File: src/rtl/axi_llc_pkg.sv
// Shared LLC definitions: data macro latency and way-arbiter state/aging constants.
package axi_llc_pkg;

    localparam int unsigned DataMacroLatency   = 1;
    localparam int unsigned WayArbStarveThresh = 8;

    typedef enum logic [0:0] {
        ArbIdle   = 1'b0,
        ArbLocked = 1'b1
    } way_arb_state_e;

endpackage

File: src/rtl/axi_llc_way_arb_credit.sv
// Up/down saturating read-credit counter guarding the data way's response buffering.
module axi_llc_way_arb_credit #(
    parameter  int unsigned MaxCredits = 2,
    localparam int unsigned CntW       = $clog2(MaxCredits + 1)
) (
    input  logic            clk_i,
    input  logic            rst_i,
    input  logic            inc_i,
    input  logic            dec_i,
    output logic [CntW-1:0] credits_o,
    output logic            empty_o
);

    logic [CntW-1:0] cnt_q;

    // A return and a consumption in the same cycle cancel; stray returns at full are dropped.
    function automatic logic [CntW-1:0] sat_step(input logic [CntW-1:0] cnt,
                                                 input logic inc, input logic dec);
        if (inc && !dec) return (cnt == CntW'(MaxCredits)) ? cnt : cnt + CntW'(1);
        if (dec && !inc) return (cnt == '0) ? cnt : cnt - CntW'(1);
        return cnt;
    endfunction

    always_ff @(posedge clk_i) begin
        if (rst_i) begin
            cnt_q <= CntW'(MaxCredits);
        end else begin
            cnt_q <= sat_step(cnt_q, inc_i, dec_i);
        end
    end

    assign credits_o = cnt_q;
    assign empty_o   = (cnt_q == '0);

endmodule

File: src/rtl/axi_llc_way_arb.sv
// Per-way scheduler for the LLC units: round-robin with aging, AXI lock-in and read credits.
// Optional performance counters are enabled by defining AXI_LLC_WAY_ARB_PERF_EN.
module axi_llc_way_arb
    import axi_llc_pkg::*;
#(
    parameter  int unsigned NumUnits         = 4,
    parameter  int unsigned MaxRdOutstanding = DataMacroLatency + 1,
    parameter  int unsigned StarveThresh     = WayArbStarveThresh,
    parameter  type         way_inp_t        = logic,
    localparam int unsigned IdxW             = $clog2(NumUnits),
    localparam int unsigned CredW            = $clog2(MaxRdOutstanding + 1)
) (
    input  logic                    clk_i,
    input  logic                    rst_i,
    input  way_inp_t [NumUnits-1:0] req_i,
    input  logic [NumUnits-1:0]     req_is_read_i,
    input  logic [NumUnits-1:0]     req_valid_i,
    output logic [NumUnits-1:0]     req_ready_o,
    output way_inp_t                way_o,
    output logic                    way_valid_o,
    input  logic                    way_ready_i,
    output logic [IdxW-1:0]         gnt_idx_o,
    input  logic                    rd_done_i,
    output logic [CredW-1:0]        credits_o
`ifdef AXI_LLC_WAY_ARB_PERF_EN
    ,
    output logic [31:0]             stall_cycles_o,
    output logic [15:0]             starve_events_o
`endif
);

    localparam int unsigned     AgeW   = $clog2(StarveThresh + 1);
    localparam logic [AgeW-1:0] AgeMax = AgeW'(StarveThresh);

    way_arb_state_e      state_q;
    logic [IdxW-1:0]     ptr_q;
    logic [IdxW-1:0]     lock_q;
    logic [IdxW-1:0]     win;
    logic [AgeW-1:0]     age_q [NumUnits];
    logic [NumUnits-1:0] eligible;
    logic [NumUnits-1:0] starved;
    logic [NumUnits-1:0] rr_mask;
    logic [NumUnits-1:0] hi_elig;
    logic                arb_valid;
    logic                handshake;
    logic                rd_handshake;
    logic                cred_empty;

    function automatic logic [IdxW-1:0] first_set(input logic [NumUnits-1:0] vec);
        first_set = '0;
        for (int i = NumUnits - 1; i >= 0; i--) begin
            if (vec[i]) first_set = IdxW'(i);
        end
    endfunction

    function automatic logic [AgeW-1:0] age_step(input logic [AgeW-1:0] age,
                                                 input logic valid, input logic served);
        if (!valid || served) return '0;
        return (age == AgeMax) ? age : age + AgeW'(1);
    endfunction

    function automatic logic [IdxW-1:0] idx_wrap_inc(input logic [IdxW-1:0] idx);
        return (idx == IdxW'(NumUnits - 1)) ? '0 : idx + IdxW'(1);
    endfunction

    always_comb begin
        for (int i = 0; i < NumUnits; i++) begin
            eligible[i] = req_valid_i[i] & (~req_is_read_i[i] | ~cred_empty);
            starved[i]  = eligible[i] & (age_q[i] == AgeMax);
        end
        // Units at or above the pointer get first pick; the rest wrap around.
        rr_mask = ~((NumUnits'(1) << ptr_q) - NumUnits'(1));
        hi_elig = eligible & rr_mask;
    end

    always_comb begin
        arb_valid = 1'b0;
        win       = '0;
        if (!rst_i) begin
            if (state_q == ArbLocked) begin
                arb_valid = 1'b1;
                win       = lock_q;
            end else if (|starved) begin
                arb_valid = 1'b1;
                win       = first_set(starved);
            end else if (|hi_elig) begin
                arb_valid = 1'b1;
                win       = first_set(hi_elig);
            end else if (|eligible) begin
                arb_valid = 1'b1;
                win       = first_set(eligible);
            end
        end
        req_ready_o = '0;
        if (arb_valid) req_ready_o[win] = way_ready_i;
    end

    assign handshake    = arb_valid & way_ready_i;
    assign rd_handshake = handshake & req_is_read_i[win];
    assign way_valid_o  = arb_valid;
    assign gnt_idx_o    = win;
    assign way_o        = arb_valid ? req_i[win] : way_inp_t'('0);

    axi_llc_way_arb_credit #(
        .MaxCredits (MaxRdOutstanding)
    ) i_credit (
        .clk_i     (clk_i),
        .rst_i     (rst_i),
        .inc_i     (rd_done_i),
        .dec_i     (rd_handshake),
        .credits_o (credits_o),
        .empty_o   (cred_empty)
    );

    // A grant that is not taken holds the way until the requester handshakes.
    always_ff @(posedge clk_i) begin
        if (rst_i) begin
            state_q <= ArbIdle;
            ptr_q   <= '0;
            lock_q  <= '0;
            for (int i = 0; i < NumUnits; i++) age_q[i] <= '0;
        end else begin
            if (arb_valid) begin
                if (way_ready_i) begin
                    state_q <= ArbIdle;
                    ptr_q   <= idx_wrap_inc(win);
                end else begin
                    state_q <= ArbLocked;
                    lock_q  <= win;
                end
            end
            for (int i = 0; i < NumUnits; i++) begin
                age_q[i] <= age_step(age_q[i], req_valid_i[i], handshake && (win == IdxW'(i)));
            end
        end
    end

`ifdef AXI_LLC_WAY_ARB_PERF_EN
    logic starve_grant;

    function automatic logic [31:0] sat_inc32(input logic [31:0] cnt);
        return (cnt == '1) ? cnt : cnt + 32'd1;
    endfunction

    function automatic logic [15:0] sat_inc16(input logic [15:0] cnt);
        return (cnt == '1) ? cnt : cnt + 16'd1;
    endfunction

    assign starve_grant = handshake & (age_q[win] == AgeMax);

    always_ff @(posedge clk_i) begin
        if (rst_i) begin
            stall_cycles_o  <= '0;
            starve_events_o <= '0;
        end else begin
            if (arb_valid && !way_ready_i) stall_cycles_o <= sat_inc32(stall_cycles_o);
            if (starve_grant) starve_events_o <= sat_inc16(starve_events_o);
        end
    end
`endif

endmodule

File: config.mk
export PLATFORM = sky130hd
export DESIGN_NAME = axi_llc_way_arb
export DESIGN_NICKNAME = d
export VERILOG_FILES = /design/src/rtl/axi_llc_pkg.sv /design/src/rtl/axi_llc_way_arb_credit.sv /design/src/rtl/axi_llc_way_arb.sv
export SDC_FILE = /design/constraint.sdc
export NUM_CORES = 1
export LEC_CHECK = 0
export BUFFER_PORTS_ARGS = -buffer_cell sky130_fd_sc_hd__buf_2
export CORE_UTILIZATION = 41
export CTS_CLUSTER_SIZE = 16
export DETAILED_ROUTE_END_ITERATION = 7
export SLEW_MARGIN = 20
export SYNTH_ARGS = -nofsm -noshare
export SYNTH_HDL_FRONTEND = slang
export SYNTH_SLANG_ARGS = --single-unit
File: constraint.sdc
create_clock -name clk_i -period 7.6 [get_ports clk_i]
set_input_delay 1.52 -clock clk_i [delete_from_list [all_inputs] [get_ports clk_i]]
set_output_delay 1.52 -clock clk_i [all_outputs]
set_load 0.1 [all_outputs]
== After elaboration in Yosys (flattened, before gate mapping) ==
Memories as Yosys holds them, arrays and structs flattened.
Cells that the tools add are included.

* Add/sub/neg operators: 8
* Order comparisons: 2
* Eq/ne operators: 9
* Shift operators: 1
* Multiplexer cells: 74
* Bitwise gates (word level): 27
* Reductions and logical operators: 26

{| class="wikitable"
|+ Operator list
! operator !! count
|-
| $mux 4 || 21
|-
| $mux 2 || 24
|-
| $mux 1 || 26
|-
| $add 4x1->4 const B || 4
|-
| $eq 4x4->1 const B || 4
|-
| $reduce_or 4->1 || 3
|-
| $and 1x1->1 || 10
|-
| $and 4x4->4 || 2
|-
| $or 1x1->1 || 8
|-
| $logic_and 1x1->1 || 7
|-
| $eq 2x2->1 const B || 3
|-
| $logic_not 1->1 || 6
|-
| $not 1->1 || 6
|-
| $reduce_and 2->1 || 3
|-
| $add 2x1->2 const B || 2
|-
| $bmux 1 s2 || 2
|-
| $logic_not 2->1 || 2
|-
| $logic_or 1x1->1 || 4
|-
| $not 4->4 || 1
|-
| $shl 1x2->4 const A || 1
|-
| $sub 4x2->4 const B || 1
|-
| $lt 2x3->1 const B || 1
|-
| $ne 3x2->1 const B || 1
|-
| $demux 1 s2 || 1
|-
| 4 further kinds || 4
|}

* Register bits after elaboration: 7
* RAM bits: 16
* Input port bits: 16
* Output and inout port bits: 10
* Word-level logic and storage cells: 152
* Memories: 1

{| class="wikitable"
|+ Memories
! name !! depth !! width !! read ports !! clocked after memory_dff !! wr ports !! RTL line !! text
|-
| age_q || 4 || 4 || 4 || 0 || 4 || axi_llc_way_arb.sv:39 || <nowiki>logic [AgeW-1:0] age_q [NumUnits];</nowiki>
|}

== Logic depth before layout (Yosys ltp) ==
Gate-level depths: netlist of the first run.

* Word-level depth: 24
* Mapped depth: 16
* Depth with buffers taken out: 15

== By module ==
A second synthesis of the first run with hierarchy kept.

* Cell total of the unflattened synthesis: 187
* Area total of the unflattened synthesis: 1685.4 µm²

{| class="wikitable"
|+ By module, submodules not included
! module !! times used !! cells each !! area each (µm²)
|-
| axi_llc_way_arb || 1 || 167 || 1507.7
|-
| axi_llc_way_arb_credit || 1 || 20 || 177.7
|}

== Worst setup path after synthesis of the first run ==
No wires, ideal clock.

* Path kind: flip-flop to output port
* From: register i_credit.cnt_q[0] (netlist: i_credit.credits_o[0])
* To: output port way_o
* Arrival: 5.378 ns
* Slack: 0.702 ns
* Cell stages (with the launch flop): 9
* Buffers on the path: 1
* Cells stage by stage: dfxtp_1 inv_1 ha_1 buf_2 a21bo_1 a2bb2oi_1 a31oi_1 nand2_1 o22ai_1

* Elaborated cells between the ends (all ways): 43

{| class="wikitable"
|+ RTL lines
! element !! RTL line !! text
|-
| start, declared || axi_llc_way_arb_credit.sv:14 || <nowiki>logic [CntW-1:0] cnt_q;</nowiki>
|-
| start signal, assigned || axi_llc_way_arb_credit.sv:26 || <nowiki>cnt_q <= CntW'(MaxCredits);</nowiki>
|-
| start signal, assigned || axi_llc_way_arb_credit.sv:28 || <nowiki>cnt_q <= sat_step(cnt_q, inc_i, dec_i);</nowiki>
|-
| $logic_not 2->1 * || axi_llc_way_arb_credit.sv:33 || <nowiki>assign empty_o = (cnt_q == '0);</nowiki>
|-
| $not 1->1 * || axi_llc_way_arb.sv:68 || <nowiki>eligible[i] = req_valid_i[i] & (~req_is_read_i[i] | ~cred_empty);</nowiki>
|-
| $or 1x1->1 || axi_llc_way_arb.sv:68 ||
|-
| $and 1x1->1 || axi_llc_way_arb.sv:68 ||
|-
| $reduce_or 4->1 or $and 4x4->4 (tied branches) || axi_llc_way_arb.sv:89, axi_llc_way_arb.sv:73 ||
|-
| $mux 1 or $reduce_or 4->1 (tied branches) || axi_llc_way_arb.sv:89, axi_llc_way_arb.sv:86 ||
|-
| $mux 1 || axi_llc_way_arb.sv:86 || <nowiki>end else if (|hi_elig) begin</nowiki>
|-
| $mux 1 * || axi_llc_way_arb.sv:83 || <nowiki>end else if (|starved) begin</nowiki>
|-
| $mux 1 * || axi_llc_way_arb.sv:80 || <nowiki>if (state_q == ArbLocked) begin</nowiki>
|-
| $mux 1 * || axi_llc_way_arb.sv:79 || <nowiki>if (!rst_i) begin</nowiki>
|-
| net way_valid_o || axi_llc_way_arb.sv:20 || <nowiki>output logic way_valid_o,</nowiki>
|-
| $mux 1 * || axi_llc_way_arb.sv:102 || <nowiki>assign way_o = arb_valid ? req_i[win] : way_inp_t'('0);</nowiki>
|-
| end, declared || axi_llc_way_arb.sv:19 || <nowiki>output way_inp_t way_o,</nowiki>
|}

The timed path passes the listed nets; every way through them passes the cells marked *. The select of a mux whose other input is x is not followed.

== Worst setup path in the final report of the first run ==
* From: input port req_valid_i[0]
* To: output port req_ready_o[2]

* Cells in the longest elaborated chain, start to end: 13
* Elaborated cells between the ends (all ways): 26

{| class="wikitable"
|+ Ends and longest elaborated chain
! element !! RTL line !! text
|-
| start, declared || axi_llc_way_arb.sv:17 || <nowiki>input logic [NumUnits-1:0] req_valid_i,</nowiki>
|-
| $and 1x1->1 * || axi_llc_way_arb.sv:68 ||
|-
| $reduce_or 4->1, or another cell as far along || axi_llc_way_arb.sv:89 || <nowiki>end else if (|eligible) begin</nowiki>
|-
| $mux 2, or another cell as far along || axi_llc_way_arb.sv:89 ||
|-
| $mux 2 || axi_llc_way_arb.sv:86 ||
|-
| $mux 2 || axi_llc_way_arb.sv:83 ||
|-
| $mux 2 || axi_llc_way_arb.sv:80 ||
|-
| $mux 2 || axi_llc_way_arb.sv:79 ||
|-
| $lt 2x3->1 (implied by the code) or $ge 2x1->1 (tied branches) || axi_llc_way_arb.sv:95 || <nowiki>if (arb_valid) req_ready_o[win] = way_ready_i;</nowiki>
|-
| $logic_and 1x1->1 (implied by the code) || axi_llc_way_arb.sv:95 ||
|-
| $mux 1 (implied by the code) || axi_llc_way_arb.sv:95 ||
|-
| $demux 1 s2 || axi_llc_way_arb.sv:95 ||
|-
| $and 4x4->4 (no line) || -- ||
|-
| $mux 4 * || axi_llc_way_arb.sv:95 ||
|-
| end, declared || axi_llc_way_arb.sv:18 || <nowiki>output logic [NumUnits-1:0] req_ready_o,</nowiki>
|}

Every way passes the cells marked *; elsewhere a longest branch is shown, timed or not.

==> impl_metrics.py, run 1 <==
metrics = {
    "outcome": {
        "status": "finished, final reports clean",
    },
    "route": {
        "drc": 0,
        "antenna_left": 0,
        "dr_total_vias": 1375,
        "wl_per_cell_um": 13.4,
        "routed_wl_mm": 3.49,
        "first_pass_iters": 4,
        "routed_via_density": 5.29,
        "drtIter0Drc": 37,
    },
    "power": {
        "p_comb_share_pct": 29.7,
        "p_per_area_nw_per_um2": 161,
        "internal_power_mw": 0.190,
        "ir_worst_vdd_mv": 0.111,
        "total_power_mw": 0.292,
        "seq_power_share_pct": 44.8,
        "swShare_pct": 35.0,
        "pwr-share-clk_pct": 25.5,
        "p_leak_nw": 0.782,
        "p_sw_mw": 0.102,
    },
    "worst_setup_path": {
        "critPathLaunch": "req_valid_i[0]",
        "crit_path_end_kind": "output pin",
        "arrival_ns": 3.58,
        "worst_r2r_endpoint": "i_credit.credits_o[0]$_SDFFE_PP0P_",
        "ff2ff_setup_slack_ns": 4.26,
        "crit_fanout": 6,
        "required_ns": 6.08,
        "crit_chain": "buf_2 > a21boi_2 > a221oi_4 > a21oi_2 > a311o_2 > inv_2 > ha_1 > and2_1 > buf_2",
        "cp_common_cell": "buf_2",
        "crit-reg2reg-launch": "i_credit.credits_o[0]$_SDFFE_PP0P_",
        "ff2ff_path_depth": 13,
        "path_class": "input pin to output pin",
        "crit_end": "req_ready_o[2]",
        "cp_slowest_stage_delay_ns": 0.44,
        "slowest_stage": "a311o_2",
        "crit_path_start_kind": "input pin",
    },
    "grt": {
        "track_usage_pct": 17.8,
        "grt_pass1_vias": 1354,
        "grt_pass1_wl_mm": 5.73,
        "grt_max_degree": 17,
        "grt.overflow.total": 0,
        "antenna_found_initial": 0,
    },
    "floorplanning": {
        "die_h_um": 64.7,
        "die-area_um2": 4190,
        "core_area_um2": 3720,
        "start_util_pct": 43.4,
        "die_x_um": 64.7,
        "io_pins": 26,
        "rows": 22,
    },
    "synth": {
        "synth_cells": 189,
        "synth_flop_cell": "dfxtp_1",
        "synth.avg_cell_area_um2": 8.53,
        "synth_area_um2": 1610,
        "synth_largest_area_cell": "dfxtp_1",
        "ys_types": 47,
        "syn-num-nets": 221,
        "synth_top_area_share_pct": 28.6,
        "ys_top_cells_by_area": "dfxtp_1, ha_1, inv_1",
        "yosysMostFrequentCell": "dfxtp_1",
        "synth_common_cells": "dfxtp_1, inv_1, nor2_1",
        "ys_warn_count": 0,
        "async_flop_share_pct": 0,
        "synth-seq-cells": 23,
        "seq_area_frac_synth_pct": 28.6,
        "synth-edff-count": 0,
    },
    "place": {
        "numPortBuffers": 25,
        "gp_congestion": 0.866,
        "pre_cts_slack_ns": 2.51,
        "hpwl_mm": 2.82,
    },
    "clock_network": {
        "cts_root_buffer": "clkbuf_8",
        "cts_max_level": 1,
        "tritoncts.num_buffers": 3,
        "cts_buffer_depth": 2,
        "cts_tree": "yes",
        "clock-sinks": 23,
        "post_cts_buffers": 0,
        "cts.clk_slew.worst_paths_ns": 0.08,
        "clkLatencyLatePin_ns": 0.26,
        "cts_resized": 0,
        "cts_hold_buf": 0,
    },
    "layout": {
        "fin_nets": 245,
        "drive_above_1_share_pct": 19.3,
        "synthToLayoutAreaGrowth_pct": 12.3,
        "fillers": 356,
        "diodes": 0,
        "post-route-util_pct": 48.7,
    },
    "sta": {
        "setup_viol": 0,
        "fin_skew_ns": 0.00462,
        "period_needed_ns": 5.10,
        "drv_slew": 0,
        "setup_slack_ns": 2.50,
        "max_freq_mhz": 196,
        "tightestPinTransition_ns": 0.528,
        "max_slew_margin_pct": 64.6,
        "rsz0062_at_grt": "false",
        "hold_ws_ns": 0.500,
        "period_share_pct": 67.1,
        "finalSetupTns_ns": 0,
        "hold_viol": 0,
    },
    "run": {
        "cap_violations": 0,
    },
    "hold_path": {
        "hold_path_class": "flip-flop to flip-flop",
    },
}
## sequential cells by signal (all words and copies together) (netlist names)
name / count
lock_q: 2
state_q: 1
ptr_q: 2
i_credit.credits_o: 2
age_q: 16
## how the worst min path moves through the flow
stage	cells past startpoint	start	endpoint	slack, ns
final	2	lock_q[1]$_SDFFE_PP0P_	lock_q[1]$_SDFFE_PP0P_	0.50
after floorplan	2	lock_q[1]$_SDFFE_PP0P_	lock_q[1]$_SDFFE_PP0P_	0.47
after detailed placement	2	lock_q[1]$_SDFFE_PP0P_	lock_q[1]$_SDFFE_PP0P_	0.50
after global routing	2	lock_q[1]$_SDFFE_PP0P_	lock_q[1]$_SDFFE_PP0P_	0.53
after global placement	2	lock_q[1]$_SDFFE_PP0P_	lock_q[1]$_SDFFE_PP0P_	0.49
after CTS	2	lock_q[1]$_SDFFE_PP0P_	lock_q[1]$_SDFFE_PP0P_	0.51
## power by group through the flow
stage / Clock (mW) / Combinational, mW / Sequential [mW]
2_1_floorplan: 0 / 0.0649 / 0.136
3_5_place_dp: 0 / 0.0869 / 0.133
6_report: 0.0744 / 0.0868 / 0.131
5_1_grt: 0.0826 / 0.0946 / 0.132
4_1_cts: 0.0791 / 0.0874 / 0.131
3_3_place_gp: 0 / 0.0845 / 0.133
## cell usage in the layout (no fill, tap or decap), drive strengths merged, types with 6 or more instances in the layout
cell / n
inv: 20
dfxtp: 23
ha: 16
mux2i: 6
a211oi: 6
nand3: 6
a21oi: 8
nor2: 19
nand2: 13
buf: 25
## worst max-delay path, delay by kind of cell
kind            cells  cell delay [ns]
compound gates      4             1.11
simple gates        1             0.12
buf+inv             3             0.65
fa+ha+maj           1             0.17
## metrics by stage
step	instance area (um2)	instances
detailed placement	1760	256
global placement	1760	256
finish	1810	260
global route	1810	260
floorplan	1610	189
CTS	1810	260
## logic make-up after synthesis
| kind of cell | synth area share (%) |
|---|---|
| AO/OA/AOI/OAI | 22.4 |
| XOR/XNOR | 4.89 |
| adder cells (fa/ha/maj) | 12.4 |
| buffers and inverters | 6.68 |
| flip-flops | 28.6 |
| multiplexers | 4.43 |
| AND/OR/NAND/NOR | 20.6 |
## area by class of cell
cell class              count  area (um2)  area share [%]
clock buffers               4        45.0            2.49
inverters                  20        75.1            4.15
multi-input cells         140        1040            57.7
flip-flops and latches     23         460            25.4
well taps                  48        60.1            3.32
repair buffers             25         125            6.92
## per-layer routing
metal / global-route usage, % / share of wire (%) / up-vias
met5: 0 / 0 / -
met4: 4.17 / 0.80 / 0
li1: - / - / 698
met2: 34.9 / 53 / 23
met3: 2.64 / 3.1 / 4
met1: 19.8 / 43 / 650
Power figures use the tool's default switching activity.
==> inputs of run 2 (changes only) <==
--- a/config.mk
+++ b/config.mk
@@ -5,6 +5,7 @@
 export SDC_FILE = /design/constraint.sdc
 export NUM_CORES = 1
 export LEC_CHECK = 0
+export ABC_AREA = 1
 export BUFFER_PORTS_ARGS = -buffer_cell sky130_fd_sc_hd__buf_2
 export CORE_UTILIZATION = 41
 export CTS_CLUSTER_SIZE = 16
==> constraint.sdc (replaced) <==
create_clock -name clk_i -period 5 [get_ports clk_i]
set_input_delay 1 -clock clk_i [delete_from_list [all_inputs] [get_ports clk_i]]
set_output_delay 1 -clock clk_i [all_outputs]
set_load 0.1 [all_outputs]
==> run 2 against run 1 <==
Net effect: count of clock-buffer cells in the layout unchanged; worst hold slack worse by 0.016 ns; first-iteration DRC count rose by 11%; synthesized area is 3.0% lower; non-clock buffer count unchanged; power rose by 61%; synthesized cell count increased by 16%; critical endpoint is now req_ready_o[1]; largest cell class unchanged.
==> impl_metrics.py, run 2 <==
metrics = {
    "outcome": {
        "status": "finished, final reports clean",
    },
    "floorplanning": {
        "rows": 22,
        "die_x_um": 63.7,
        "die-area_um2": 4060,
        "die_h_um": 63.7,
        "io_pins": 26,
        "core_area_um2": 3660,
        "start_util_pct": 42.7,
    },
    "worst_setup_path": {
        "crit-reg2reg-launch": "i_credit.credits_o[0]$_SDFFE_PP0P_",
        "worst_r2r_endpoint": "i_credit.credits_o[1]$_SDFFE_PP1P_",
        "ff2ff_setup_slack_ns": 2.16,
        "ff2ff_path_depth": 17,
        "crit_fanout": 11,
        "crit_path_start_kind": "input pin",
        "arrival_ns": 2.83,
        "required_ns": 4.00,
        "path_class": "input pin to output pin",
        "crit_path_end_kind": "output pin",
    },
    "layout": {
        "synthToLayoutAreaGrowth_pct": 14.7,
        "diodes": 0,
        "final_common_cell": "nand2_1",
        "final_cell_mix": "nand2_1, inv_1, buf_2, dfxtp_1",
        "top_register": "age_q",
        "fin_area_um2": 1790,
        "drive_above_1_share_pct": 19.4,
        "fin_nets": 280,
        "fillers": 362,
        "largest_reg_flops": 16,
        "stdcell_count": 295,
    },
    "route": {
        "highest_layer": "met4",
        "drtIter0Drc": 41,
        "routed_via_density": 4.72,
        "dr_wl_met2_mm": 1.35,
        "first_pass_iters": 4,
        "wl_per_cell_um": 10.5,
        "met1_length_mm": 1.56,
        "drc": 0,
        "dr_total_vias": 1392,
        "antenna_left": 0,
        "wl_met3_um": 117,
        "routed_wl_mm": 3.09,
    },
    "sta": {
        "setup_slack_ns": 1.17,
        "hold_viol": 0,
        "rsz0062_at_grt": "false",
        "period_share_pct": 76.5,
        "tightestPinTransition_ns": 0.490,
        "setup_viol": 0,
        "period_needed_ns": 3.83,
        "finalSetupTns_ns": 0,
        "fin_skew_ns": 0.00207,
        "drv_slew": 0,
        "max_slew_margin_pct": 67.5,
        "max_freq_mhz": 261,
    },
    "clock_network": {
        "cts_buffer_depth": 2,
        "clock-sinks": 23,
        "cts.clk_slew.worst_paths_ns": 0.08,
        "post_cts_buffers": 0,
        "cts_tree": "yes",
        "cts_hold_buf": 0,
        "cts_max_level": 1,
        "clkLatencyLatePin_ns": 0.27,
        "tritoncts.num_buffers": 3,
        "cts_resized": 0,
        "cts_root_buffer": "clkbuf_8",
    },
    "place": {
        "numPortBuffers": 25,
        "hpwl_mm": 2.52,
        "dp.cells": 291,
        "gp_congestion": 0.847,
        "place_area_um2": 1750,
        "pre_cts_slack_ns": 1.18,
    },
    "hold_path": {
        "whs_path_depth": 2,
        "worstHoldEndpoint": "age_q[0][3]$_SDFFE_PP0P_",
        "hold_path_class": "flip-flop to flip-flop",
        "holdCritStartpoint": "age_q[0][3]$_SDFFE_PP0P_",
    },
    "power": {
        "pwr-share-clk_pct": 24.9,
        "p_per_area_nw_per_um2": 262,
        "p_sw_mw": 0.181,
        "swShare_pct": 38.5,
        "p_comb_share_pct": 32.8,
        "p_leak_nw": 0.885,
        "internal_power_mw": 0.289,
        "ir_worst_vdd_mv": 0.138,
        "seq_power_share_pct": 42.3,
    },
    "run": {
        "cap_violations": 0,
    },
    "synth": {
        "synth-edff-count": 0,
        "synth_cells": 219,
        "ys_types": 25,
        "synth_largest_area_cell": "dfxtp_1",
        "synth-seq-cells": 23,
        "synth_common_cells": "nand2_1, inv_1, dfxtp_1",
        "async_flop_share_pct": 0,
        "synth_flop_cell": "dfxtp_1",
        "synth_area_um2": 1560,
        "yosysMostFrequentCell": "nand2_1",
        "seq_area_frac_synth_pct": 29.5,
        "ys_top_cells_by_area": "dfxtp_1, ha_1, nand2_1",
        "synth_top_area_share_pct": 29.5,
        "ys_warn_count": 0,
        "synth.avg_cell_area_um2": 7.14,
        "syn-num-nets": 251,
    },
    "grt": {
        "grt_pass1_wl_mm": 5.60,
        "grt_max_degree": 13,
        "track_usage_pct": 17.5,
        "grt_pass1_vias": 1327,
        "antenna_found_initial": 0,
        "grt.overflow.total": 0,
    },
}
run 2: cell types whose count changed after synthesis, moves of 5 or more:
cell     delta
nand2_1    +28
inv_1      +17
nand3_1    +15
nand2_2     +7
a21oi_1     +6
mux2i_1     -6
o21ai_0     +6
and2_1      -5
o22ai_1     -5
run 2: metrics by stage:
stage | hold WS (ns) | power [mW] | utilization (%)
after detailed placement | 0.474 | 0.357 | 47.7
final | 0.485 | 0.469 | 49.0
after floorplan | 0.448 | 0.325 | -
after CTS | 0.487 | 0.474 | 49.0
after global routing | 0.543 | 0.497 | 49.0
after global placement | 0.466 | 0.358 | 47.7
run 2: how the worst max path moves through the flow:
| stage | slack (ns) | cells past startpoint | endpoint | start |
|---|---|---|---|---|
| 2_1_floorplan | 0.20 | 11 | way_o | i_credit.credits_o[0]$_SDFFE_PP0P_ |
| 3_3_place_gp | 1.22 | 10 | req_ready_o[1] | rst_i |
| 3_5_place_dp | 1.18 | 10 | req_ready_o[3] | rst_i |
| 4_1_cts | 1.19 | 10 | req_ready_o[1] | rst_i |
| 5_1_grt | 1.05 | 10 | req_ready_o[1] | rst_i |
| 6_report | 1.17 | 10 | req_ready_o[1] | rst_i |
run 2: cell type report:
type	count	area (um2)	area share, %
repair buffers	25	125	6.98
clock buffers	4	45.0	2.51
multi-input cells	159	967	53.9
flip-flops and latches	23	460	25.7
well taps	48	60.1	3.35
inverters	36	135	7.54
run 2: per-layer routing:
layer | global-route usage (%) | vias to the layer above
met5 | 0 | -
met4 | 7.39 | 0
met3 | 2.50 | 7
met2 | 27.8 | 25
met1 | 23.4 | 609
li1 | - | 751
run 2: logic make-up after synthesis:
group                      count (synthesis)  synth area share, %
AOI/OAI and AO/OA                         29                 12.1
and+or+nand+nor                          106                 32.3
adders and majority gates                 16                 12.8
buffers and inverters                     37                 8.89
DFF                                       23                 29.5
xor gates and xnor gates                   8                 4.48
run 2: critical path: stages:
cell and delay [ns]:
buf_2 0.13, inv_1 0.27, o21ai_0 0.22, a21oi_4 0.25, nand2_4 0.11, inv_1 0.13, ha_1 0.16, nand2_1 0.07
inv_1 0.06, buf_2 0.41
run 2: power by group through the flow:
| stage | sequential (mW) | combinational [mW] | clock [mW] |
|---|---|---|---|
| 4_1_cts | 0.199 | 0.155 | 0.121 |
| 5_1_grt | 0.200 | 0.170 | 0.128 |
| 3_5_place_dp | 0.203 | 0.154 | 0 |
| 3_3_place_gp | 0.203 | 0.155 | 0 |
| 2_1_floorplan | 0.218 | 0.107 | 0 |
| 6_report | 0.199 | 0.154 | 0.117 |
==> inputs of run 3 (changes only) <==
==> constraint.sdc (replaced) <==
create_clock -name clk_i -period 3.3 [get_ports clk_i]
set_input_delay 0.66 -clock clk_i [delete_from_list [all_inputs] [get_ports clk_i]]
set_output_delay 0.66 -clock clk_i [all_outputs]
set_load 0.1 [all_outputs]
==> run 3 against run 2 <==
Net effect: clock power rose by 47%; core utilization is 5.2 points higher; power up 59%; design area rose by 11%; sequential share of layout area is 2.1 points lower; clock skew is 0.0038 ns higher; first-iteration DRC count decreased by 7.3%; via count grew 1.5%.
==> impl_metrics.py, run 3 (synthesized netlist as in run 2, its figures left out) <==
metrics = {
    "layout": {
        "largest_reg_flops": 16,
        "stdcell_count": 299,
        "final_cell_mix": "nand2_1, inv_1, nor2_1, dfxtp_1",
        "fillers": 347,
        "fin_nets": 284,
        "diodes": 0,
        "final_common_cell": "nand2_1",
        "drive_above_1_share_pct": 27.1,
        "synthToLayoutAreaGrowth_pct": 26.9,
        "top_register": "age_q",
    },
    "worst_setup_path": {
        "crit_path_start_kind": "flip-flop",
        "critical-path-top-delay-family": "simple AND/OR/NAND/NOR gates",
        "crit_buf_inv": 4,
        "path_class": "flip-flop to output pin",
        "required_ns": 2.64,
        "crit_path_end_kind": "output pin",
        "crit_fanout": 8,
        "cp_slowest_stage_delay_ns": 0.38,
        "arrival_ns": 2.41,
        "crit_chain": "inv_1 > ha_1 > nand3_1 > nor2_2 > nor2_1 > nand2_1 > nor2_2 > nand2_2 > nand2_4 > clkinvlp_4 > ha_4 > nand2_4 > clkinvlp_4 > buf_12",
        "slowest_stage": "dfxtp_1",
    },
    "clock_network": {
        "clkLatencyLatePin_ns": 0.26,
        "cts.clk_slew.worst_paths_ns": 0.08,
        "cts_max_level": 1,
        "cts_buffer_depth": 2,
        "clock-sinks": 23,
        "cts_tree": "yes",
        "tritoncts.num_buffers": 3,
        "cts_root_buffer": "clkbuf_8",
    },
    "sta": {
        "setup_viol": 0,
        "drv_slew": 0,
        "tightestPinTransition_ns": 0.486,
        "setup_slack_ns": 0.234,
        "rsz0062_at_grt": "false",
        "fin_skew_ns": 0.00585,
        "max_freq_mhz": 326,
        "hold_ws_ns": 0.480,
        "hold_viol": 0,
        "period_needed_ns": 3.07,
        "period_share_pct": 92.9,
        "max_slew_margin_pct": 67.9,
    },
    "route": {
        "drc": 0,
        "first_pass_iters": 5,
        "dr_total_vias": 1413,
        "wl_per_cell_um": 10.9,
        "routed_wl_mm": 3.26,
        "drtIter0Drc": 38,
        "routed_via_density": 4.73,
        "antenna_left": 0,
    },
    "hold_path": {
        "hold_path_class": "flip-flop to flip-flop",
    },
    "floorplanning": {
        "io_pins": 26,
        "rows": 22,
        "core_area_um2": 3660,
        "die_x_um": 63.7,
        "start_util_pct": 42.7,
        "die_h_um": 63.7,
        "die-area_um2": 4060,
    },
    "run": {
        "cap_violations": 0,
    },
    "place": {
        "dp.cells": 293,
        "gp_congestion": 0.877,
        "numPortBuffers": 25,
        "pre_cts_slack_ns": 0.319,
        "hpwl_mm": 2.72,
    },
    "power": {
        "ir_worst_vdd_mv": 0.185,
        "p_leak_nw": 0.904,
        "p_per_area_nw_per_um2": 375,
    },
    "grt": {
        "grt_pass1_vias": 1313,
        "grt.overflow.total": 0,
        "track_usage_pct": 18.2,
        "grt_max_degree": 13,
        "grt_pass1_wl_mm": 5.79,
        "antenna_found_initial": 0,
    },
    "outcome": {
        "status": "finished, final reports clean",
    },
}
==> run 3: cell types whose count changed in the layout (fill, tap and decap cells not counted), moves of 4 or more <==
cell,previous run,this run
inv_1,36,30
buf_2,25,20
buf_12,0,4
buf_4,0,4
clkinvlp_4,0,4
nand2_1,41,37
==> run 3: final timing paths <==
kind	slack, ns	from	end	cells past startpoint
hold reg to reg	0.48	age_q[0][3]$_SDFFE_PP0P_	age_q[0][3]$_SDFFE_PP0P_	2
setup / recovery	0.23	age_q[2][0]$_SDFFE_PP0P_	req_ready_o[1]	14
hold / removal	0.48	age_q[0][3]$_SDFFE_PP0P_	age_q[0][3]$_SDFFE_PP0P_	2
setup reg to reg	0.62	i_credit.credits_o[0]$_SDFFE_PP0P_	i_credit.credits_o[1]$_SDFFE_PP1P_	18
==> run 3: where the power goes <==
part / internal, mW / total, mW / leakage (nW) / switching [mW]
clock network: 0.0861 / 0.172 / 0.0228 / 0.0864
registers: 0.292 / 0.304 / 0.189 / 0.0120
logic: 0.0829 / 0.268 / 0.693 / 0.185
==> run 3: repair_timing <==
action	4_1_cts	5_1_grt
endpoints found under the setup margin	0	3
gates resized for setup	0	1
setup buffers	0	2
hold buffers	0	0
==> run 3: layout make-up <==
cell class / instances / area, um2 / share of cell area (%)
Tap cell: 48 / 60.1 / 3.03
Clock buffer: 4 / 45.0 / 2.27
Multi-Input combinational cell: 159 / 1040 / 52.3
Sequential cell: 23 / 468 / 23.6
Inverter: 36 / 155 / 7.82
Timing Repair Buffer: 29 / 218 / 11.0
==> run 3: layer usage <==
layer	wire length (um)	track usage [%]	vias up
li1	-	-	759
met1	1570	23.1	629
met2	1550	31.0	21
met3	100	3.75	4
met4	37	5.11	0
met5	0	0	-
==> run 3: through the flow <==
stage	cell area (um2)	setup TNS (ns)	power, mW	util [%]
2_1_floorplan	1660	-0.102	0.514	-
6_report	1980	0	0.744	54.2
3_5_place_dp	1920	0	0.579	52.5
4_1_cts	1970	0	0.753	53.7
3_3_place_gp	1920	0	0.579	52.5
5_1_grt	1980	0	0.796	54.2
==> run 3: tightest hold or removal path, stage by stage, from the launching register on <==
cell,delay (ns)
dfxtp_1,0.33
nand2_1,0.06
a21oi_1,0.05
